==> src/rtl/kmeans_pkg.sv <==
// Shared types for the k-means point-RAM datapath: arbiter states and owner codes.
package kmeans_pkg;

    typedef enum logic [2:0] {
        IDLE,
        HOST_CMD,
        HOST_END,
        CORE_OWN,
        CORE_DRAIN
    } arb_state_t;

    localparam logic [1:0] OWNER_NONE = 2'b00;
    localparam logic [1:0] OWNER_HOST = 2'b01;
    localparam logic [1:0] OWNER_CORE = 2'b10;

endpackage

==> src/rtl/ram_port_arbiter_wait_timer.sv <==
// Host wait timer: rejects a host request that has waited WAIT_MAX cycles behind
// core ownership, then masks it until the host lets go of host_req.
module ram_arb_wait_timer #(
    parameter int WAIT_MAX = 255
) (
    input  logic clk,
    input  logic rst,
    input  logic host_req,
    input  logic core_owned,
    output logic host_mask,
    output logic host_err
);

    localparam int CNT_W = (WAIT_MAX < 1) ? 1 : $clog2(WAIT_MAX + 1);
    localparam logic [CNT_W-1:0] CNT_LAST = CNT_W'(WAIT_MAX - 1);

    logic [CNT_W-1:0] cnt_q, cnt_d;
    logic             mask_q, mask_d;
    logic             err_q, err_d;

    always_comb begin
        cnt_d  = cnt_q;
        mask_d = mask_q;
        err_d  = 1'b0;
        if (!host_req) begin
            mask_d = 1'b0;
        end
        if (!host_req || !core_owned || mask_q) begin
            cnt_d = '0;
        end else if (cnt_q == CNT_LAST) begin
            // one rejection per held request; the mask blocks re-arbitration
            cnt_d  = '0;
            mask_d = 1'b1;
            err_d  = 1'b1;
        end else begin
            cnt_d = cnt_q + 1'b1;
        end
    end

    always_ff @(posedge clk or posedge rst) begin
        if (rst) begin
            cnt_q  <= '0;
            mask_q <= 1'b0;
            err_q  <= 1'b0;
        end else begin
            cnt_q  <= cnt_d;
            mask_q <= mask_d;
            err_q  <= err_d;
        end
    end

    assign host_mask = mask_q;
    assign host_err  = err_q;

endmodule

==> src/rtl/ram_port_arbiter.sv <==
// Point-RAM arbiter between host register port and k-means controller.
// Optional host wait timeout enabled by defining RAM_ARB_TIMEOUT_EN.
module ram_port_arbiter
    import kmeans_pkg::*;
#(
    parameter int ADDR_W   = 9,
    parameter int DATA_W   = 50,
    parameter int WAIT_MAX = 255
) (
    input  logic              clk,
    input  logic              rst,
    input  logic              host_req,
    input  logic              host_we,
    input  logic [ADDR_W-1:0] host_addr,
    input  logic [DATA_W-1:0] host_wdata,
    output logic              host_gnt,
    output logic              host_rvalid,
    output logic [DATA_W-1:0] host_rdata,
    output logic              host_err,
    input  logic              core_lock,
    input  logic              core_rd,
    input  logic [ADDR_W-1:0] core_addr,
    output logic              core_lock_gnt,
    output logic              core_rvalid,
    output logic [DATA_W-1:0] core_rdata,
    output logic [ADDR_W-1:0] ram_addr,
    output logic [DATA_W-1:0] ram_wdata,
    input  logic [DATA_W-1:0] ram_rdata,
    output logic              wr_en_n,
    output logic              output_en_n,
    output logic              chip_select_n,
    output logic [1:0]        owner,
    output logic              busy
);

    arb_state_t        state_q, state_d;
    logic              host_we_q, host_we_d;
    logic [ADDR_W-1:0] ram_addr_q, ram_addr_d;
    logic [DATA_W-1:0] ram_wdata_q, ram_wdata_d;
    logic              web_q, web_d;
    logic              oeb_q, oeb_d;
    logic              csb_q, csb_d;
    logic              host_rvalid_q, host_rvalid_d;
    logic              core_issued_q, core_issued_d;
    logic              core_rvalid_q, core_rvalid_d;
    logic              host_req_eff;
    logic              core_owned;

    assign core_owned = (state_q == CORE_OWN) || (state_q == CORE_DRAIN);

`ifdef RAM_ARB_TIMEOUT_EN
    logic host_mask;

    ram_arb_wait_timer #(
        .WAIT_MAX (WAIT_MAX)
    ) u_wait_timer (
        .clk        (clk),
        .rst        (rst),
        .host_req   (host_req),
        .core_owned (core_owned),
        .host_mask  (host_mask),
        .host_err   (host_err)
    );

    assign host_req_eff = host_req & ~host_mask;
`else
    logic unused_wait_max;

    assign unused_wait_max = ^WAIT_MAX;
    assign host_err        = 1'b0;
    assign host_req_eff    = host_req;
`endif

    // RAM pins are computed for the next state so they leave the flops aligned with it
    always_comb begin
        state_d       = state_q;
        host_we_d     = host_we_q;
        ram_addr_d    = ram_addr_q;
        ram_wdata_d   = ram_wdata_q;
        web_d         = 1'b1;
        oeb_d         = 1'b1;
        csb_d         = 1'b1;
        host_rvalid_d = 1'b0;
        core_issued_d = 1'b0;
        core_rvalid_d = core_issued_q;
        case (state_q)
            IDLE: begin
                if (core_lock) begin
                    state_d = CORE_OWN;
                end else if (host_req_eff) begin
                    state_d    = HOST_CMD;
                    host_we_d  = host_we;
                    ram_addr_d = host_addr;
                    csb_d      = 1'b0;
                    if (host_we) begin
                        web_d       = 1'b0;
                        ram_wdata_d = host_wdata;
                    end else begin
                        oeb_d = 1'b0;
                    end
                end
            end
            HOST_CMD: begin
                state_d       = HOST_END;
                host_rvalid_d = ~host_we_q;
            end
            HOST_END: begin
                state_d = IDLE;
            end
            CORE_OWN: begin
                if (!core_lock) begin
                    state_d = CORE_DRAIN;
                end else if (core_rd) begin
                    core_issued_d = 1'b1;
                    csb_d         = 1'b0;
                    oeb_d         = 1'b0;
                    ram_addr_d    = core_addr;
                end
            end
            CORE_DRAIN: begin
                state_d = IDLE;
            end
            default: begin
                state_d = IDLE;
            end
        endcase
    end

    always_ff @(posedge clk or posedge rst) begin
        if (rst) begin
            state_q       <= IDLE;
            host_we_q     <= 1'b0;
            ram_addr_q    <= '0;
            ram_wdata_q   <= '0;
            web_q         <= 1'b1;
            oeb_q         <= 1'b1;
            csb_q         <= 1'b1;
            host_rvalid_q <= 1'b0;
            core_issued_q <= 1'b0;
            core_rvalid_q <= 1'b0;
        end else begin
            state_q       <= state_d;
            host_we_q     <= host_we_d;
            ram_addr_q    <= ram_addr_d;
            ram_wdata_q   <= ram_wdata_d;
            web_q         <= web_d;
            oeb_q         <= oeb_d;
            csb_q         <= csb_d;
            host_rvalid_q <= host_rvalid_d;
            core_issued_q <= core_issued_d;
            core_rvalid_q <= core_rvalid_d;
        end
    end

    always_comb begin
        owner = OWNER_NONE;
        case (state_q)
            HOST_CMD, HOST_END:   owner = OWNER_HOST;
            CORE_OWN, CORE_DRAIN: owner = OWNER_CORE;
            default:              owner = OWNER_NONE;
        endcase
    end

    assign host_gnt      = (state_q == HOST_CMD);
    assign core_lock_gnt = (state_q == CORE_OWN);
    assign busy          = (state_q != IDLE);
    assign host_rvalid   = host_rvalid_q;
    assign core_rvalid   = core_rvalid_q;
    assign host_rdata    = ram_rdata;
    assign core_rdata    = ram_rdata;
    assign ram_addr      = ram_addr_q;
    assign ram_wdata     = ram_wdata_q;
    assign wr_en_n       = web_q;
    assign output_en_n   = oeb_q;
    assign chip_select_n = csb_q;

endmodule
==> config.mk <==
export PLATFORM = sky130hd
export DESIGN_NAME = ram_port_arbiter
export DESIGN_NICKNAME = d
export VERILOG_FILES = /design/src/rtl/kmeans_pkg.sv /design/src/rtl/ram_port_arbiter_wait_timer.sv /design/src/rtl/ram_port_arbiter.sv
export SDC_FILE = /design/constraint.sdc
export NUM_CORES = 1
export LEC_CHECK = 0
export CAP_MARGIN = 20
export CORE_ASPECT_RATIO = 0.5
export CORE_UTILIZATION = 34
export CTS_CLUSTER_SIZE = 25
export DETAILED_ROUTE_END_ITERATION = 6
export PLACE_DENSITY = 0.81
export SLEW_MARGIN = 5
export SYNTH_ARGS = -nofsm -noshare
export SYNTH_HDL_FRONTEND = slang
export SYNTH_SLANG_ARGS = --single-unit
==> constraint.sdc <==
create_clock -name clk -period 2.95 [get_ports clk]
set_input_delay 0.295 -clock clk [delete_from_list [all_inputs] [get_ports clk]]
set_output_delay 0.295 -clock clk [all_outputs]
set_load 0.01 [all_outputs]
==> results.json <==
{
  "crit_fanout": 12,
  "final_area_um2": 4800,
  "pwr-share-clk_pct": 23.4,
  "yosys-top-cells-area": "dfrtp_1 (44%), buf_4 (20%), mux2_4 (19%), mux2_2 (6.0%), buf_12 (2.7%)",
  "grt_pass1_wl_um": 11700,
  "worstMarginPinSlew_ns": 0.734,
  "synth_edf_count": 0,
  "synth_top_family_by_area": "multiplexers",
  "synthCells": 278,
  "dp_slack_ns": 0.336,
  "synth-seq-cells": 69,
  "fp.dieArea_um2": 11400,
  "path_class": "reg2out",
  "drt_iter0_drc": 51,
  "h-tree-depth": 3,
  "place_hpwl_um": 5730,
  "worst_hold_path_type": "reg2reg",
  "synth_area_um2": 3740,
  "max_cap_viol_count": 0,
  "synth_top_area_share_pct": 44.2,
  "cp-start-kind": "flop",
  "vias": 2039,
  "avgSynthCellArea_um2": 13.5,
  "switchingPower_uw": 1350,
  "cts_root_buffer": "clkbuf_16",
  "place_area_um2": 4480,
  "grt_pass1_vias": 2246,
  "clk_path_buf_depth": 2,
  "relSlewSlack_pct": 51.0,
  "synth_most_common_cell": "buf_4",
  "ys_types": 26,
  "io_buffers": 142,
  "routed_wl_um": 7560,
  "outcome": "finished, final reports clean",
  "cts_buffers": 9,
  "clk_pin_slew_ns": 0.05,
  "intPower_uw": 3620,
  "area_delta_synth_final_pct": 28.5,
  "final_max_slew_viol_count": 0,
  "ir_worst_vdd_uv": 300,
  "routedWlPerCell_um": 16.2,
  "seq_area_um2": 1730,
  "power_frac_comb_pct": 43.1,
  "period_needed_ns": 2.40,
  "finClkSkew_ns": 0.00476,
  "cp.required_ns": 2.65,
  "synth-main-ff-cell": "dfrtp_1",
  "cts_setup_buffers": 0,
  "drive_gt1_share_pct": 28.7,
  "num_rows": 26,
  "ys_top_cells_by_count": "buf_4 (102), dfrtp_1 (66), mux2_4 (48)",
  "clk_latency_ns": 0.32,
  "gp_congestion": 0.760,
  "antenna_found_initial": 0,
  "first_pass_iters": 4,
  "core_um2": 10400,
  "antenna_left": 0,
  "yosys.area_share.simple_pct": 2.71,
  "grt_max_degree": 38,
  "setup_tns_ns": 0,
  "tritoncts": "built",
  "cellPowerDensity_nw_per_um2": 1040,
  "final-hold-violation-count": 0,
  "busiest_layer": "met2",
  "async_flop_share_pct": 100,
  "clock.fmax_mhz": 417,
  "ios": 294,
  "fin_nets": 447,
  "whs_ns": 0.370,
  "yosysSeqAreaShare_pct": 46.3,
  "timing.final.ws_setup_ns": 0.550,
  "holdBufCountCts": 0,
  "use_met2_pct": 24.0,
  "synthMuxAreaShare_pct": 25.3,
  "overflow": 0,
  "setup_violations": 0,
  "die_w_um": 150,
  "yosys.area.top_type": "dfrtp_1",
  "synthXorXnorAreaFrac_pct": 0.234,
  "switching_share_pct": 27.2,
  "crit_path_end_kind": "output port",
  "die_h_um": 76.2,
  "multi_input_area_um2": 1100,
  "antennaDiodeCount": 0,
  "use_met1_pct": 13.3,
  "numClockSinks": 69,
  "leakage_uw": 0.00218,
  "synth_compound_area_share_pct": 1.04,
  "grtUsageMet3_pct": 5.69,
  "drcViolationCount": 0,
  "seqPwrFrac_pct": 33.5,
  "ctsResizeCount": 0,
  "initial_utilization_pct": 35.8,
  "synthAdderAreaFrac_pct": 0,
  "grt_util_all_layers_pct": 13.6,
  "finalCritPeriodShare_pct": 81.3,
  "fillers": 934,
  "syn-num-nets": 402,
  "ys_warn_count": 0,
  "viasPerCell": 4.36,
  "rsz0062_at_grt": "no",
  "arrival_ns": 2.10
}
## final cells by class
type / count / area share [%]
repair buffers: 145 / 30.3
inverters: 4 / 0.312
clock inverters: 4 / 1.46
clock buffers: 12 / 5.34
well taps: 140 / 3.65
flip-flops and latches: 69 / 36.0
multi-input cells: 94 / 22.9
## critical path: stages, from the launching register on
cell and delay [ns]:
dfrtp_1 0.49, nand3b_1 0.53, inv_1 0.20, clkdlybuf4s50_1 0.57
## placed cells by master, fill, tap and decap left out, types with 3 or more instances in the layout
cell type / netlist / layout
nor2_1: 3 / 3
nand2_1: 4 / 4
dfrtp_1: 66 / 66
mux2_2: 20 / 20
clkbuf_16: 0 / 9
clkdlybuf4s50_1: 0 / 142
dfstp_2: 3 / 3
o21ai_0: 4 / 4
inv_1: 4 / 3
mux2_4: 48 / 48
## routing by layer
layer,vias to the layer above,wire length (um)
met1,1013,2760
met4,0,276
li1,903,-
met5,-,0
met2,84,4020
met3,39,507
## cells by family after synthesis
kind of cell | Yosys count
AO/OA/AOI/OAI | 7
XOR/XNOR | 1
buffers and inverters | 115
flip-flops | 69
multiplexers | 68
other | 1
AND/OR/NAND/NOR | 17
## per-stage QoR
step | std cells | power (uW) | utilization, %
after floorplan | 278 | 2840 | -
after global placement | 452 | 3790 | 42.9
after detailed placement | 452 | 3850 | 42.9
after CTS | 468 | 5050 | 46.0
after global routing | 468 | 5230 | 46.0
final | 468 | 4970 | 46.0
## power groups by stage
| stage | registers [uW] | logic (uW) | clock network [uW] |
|---|---|---|---|
| finish | 1670 | 2140 | 1160 |
| global route | 1730 | 2260 | 1240 |
| CTS | 1670 | 2180 | 1200 |
| detailed placement | 1670 | 2180 | 0 |
| global placement | 1660 | 2130 | 0 |
| floorplan | 1820 | 1010 | 0 |
## final timing paths
kind | startpoint | to | slack, ns | cells past startpoint
setup / recovery | state_q[2] | core_lock_gnt | 0.55 | 3
hold / removal | core_issued_q | core_rvalid | 0.37 | 0
setup reg to reg | state_q[0] | ram_wdata[30] | 0.66 | 4
hold reg to reg | core_issued_q | core_rvalid | 0.37 | 0
max in group asynchronous | rst | wr_en_n | 1.82 | 3
min in group asynchronous | rst | ram_wdata[22] | 0.42 | 2
## flip-flops by register name, summed over array words and instances, names as in the netlist
name	count
ram_addr	9
core_rvalid	1
ram_wdata	50
wr_en_n	1
chip_select_n	1
core_issued_q	1
host_we_q	1
host_rvalid	1
state_q	3
output_en_n	1
(Power assumes the default switching activity.)
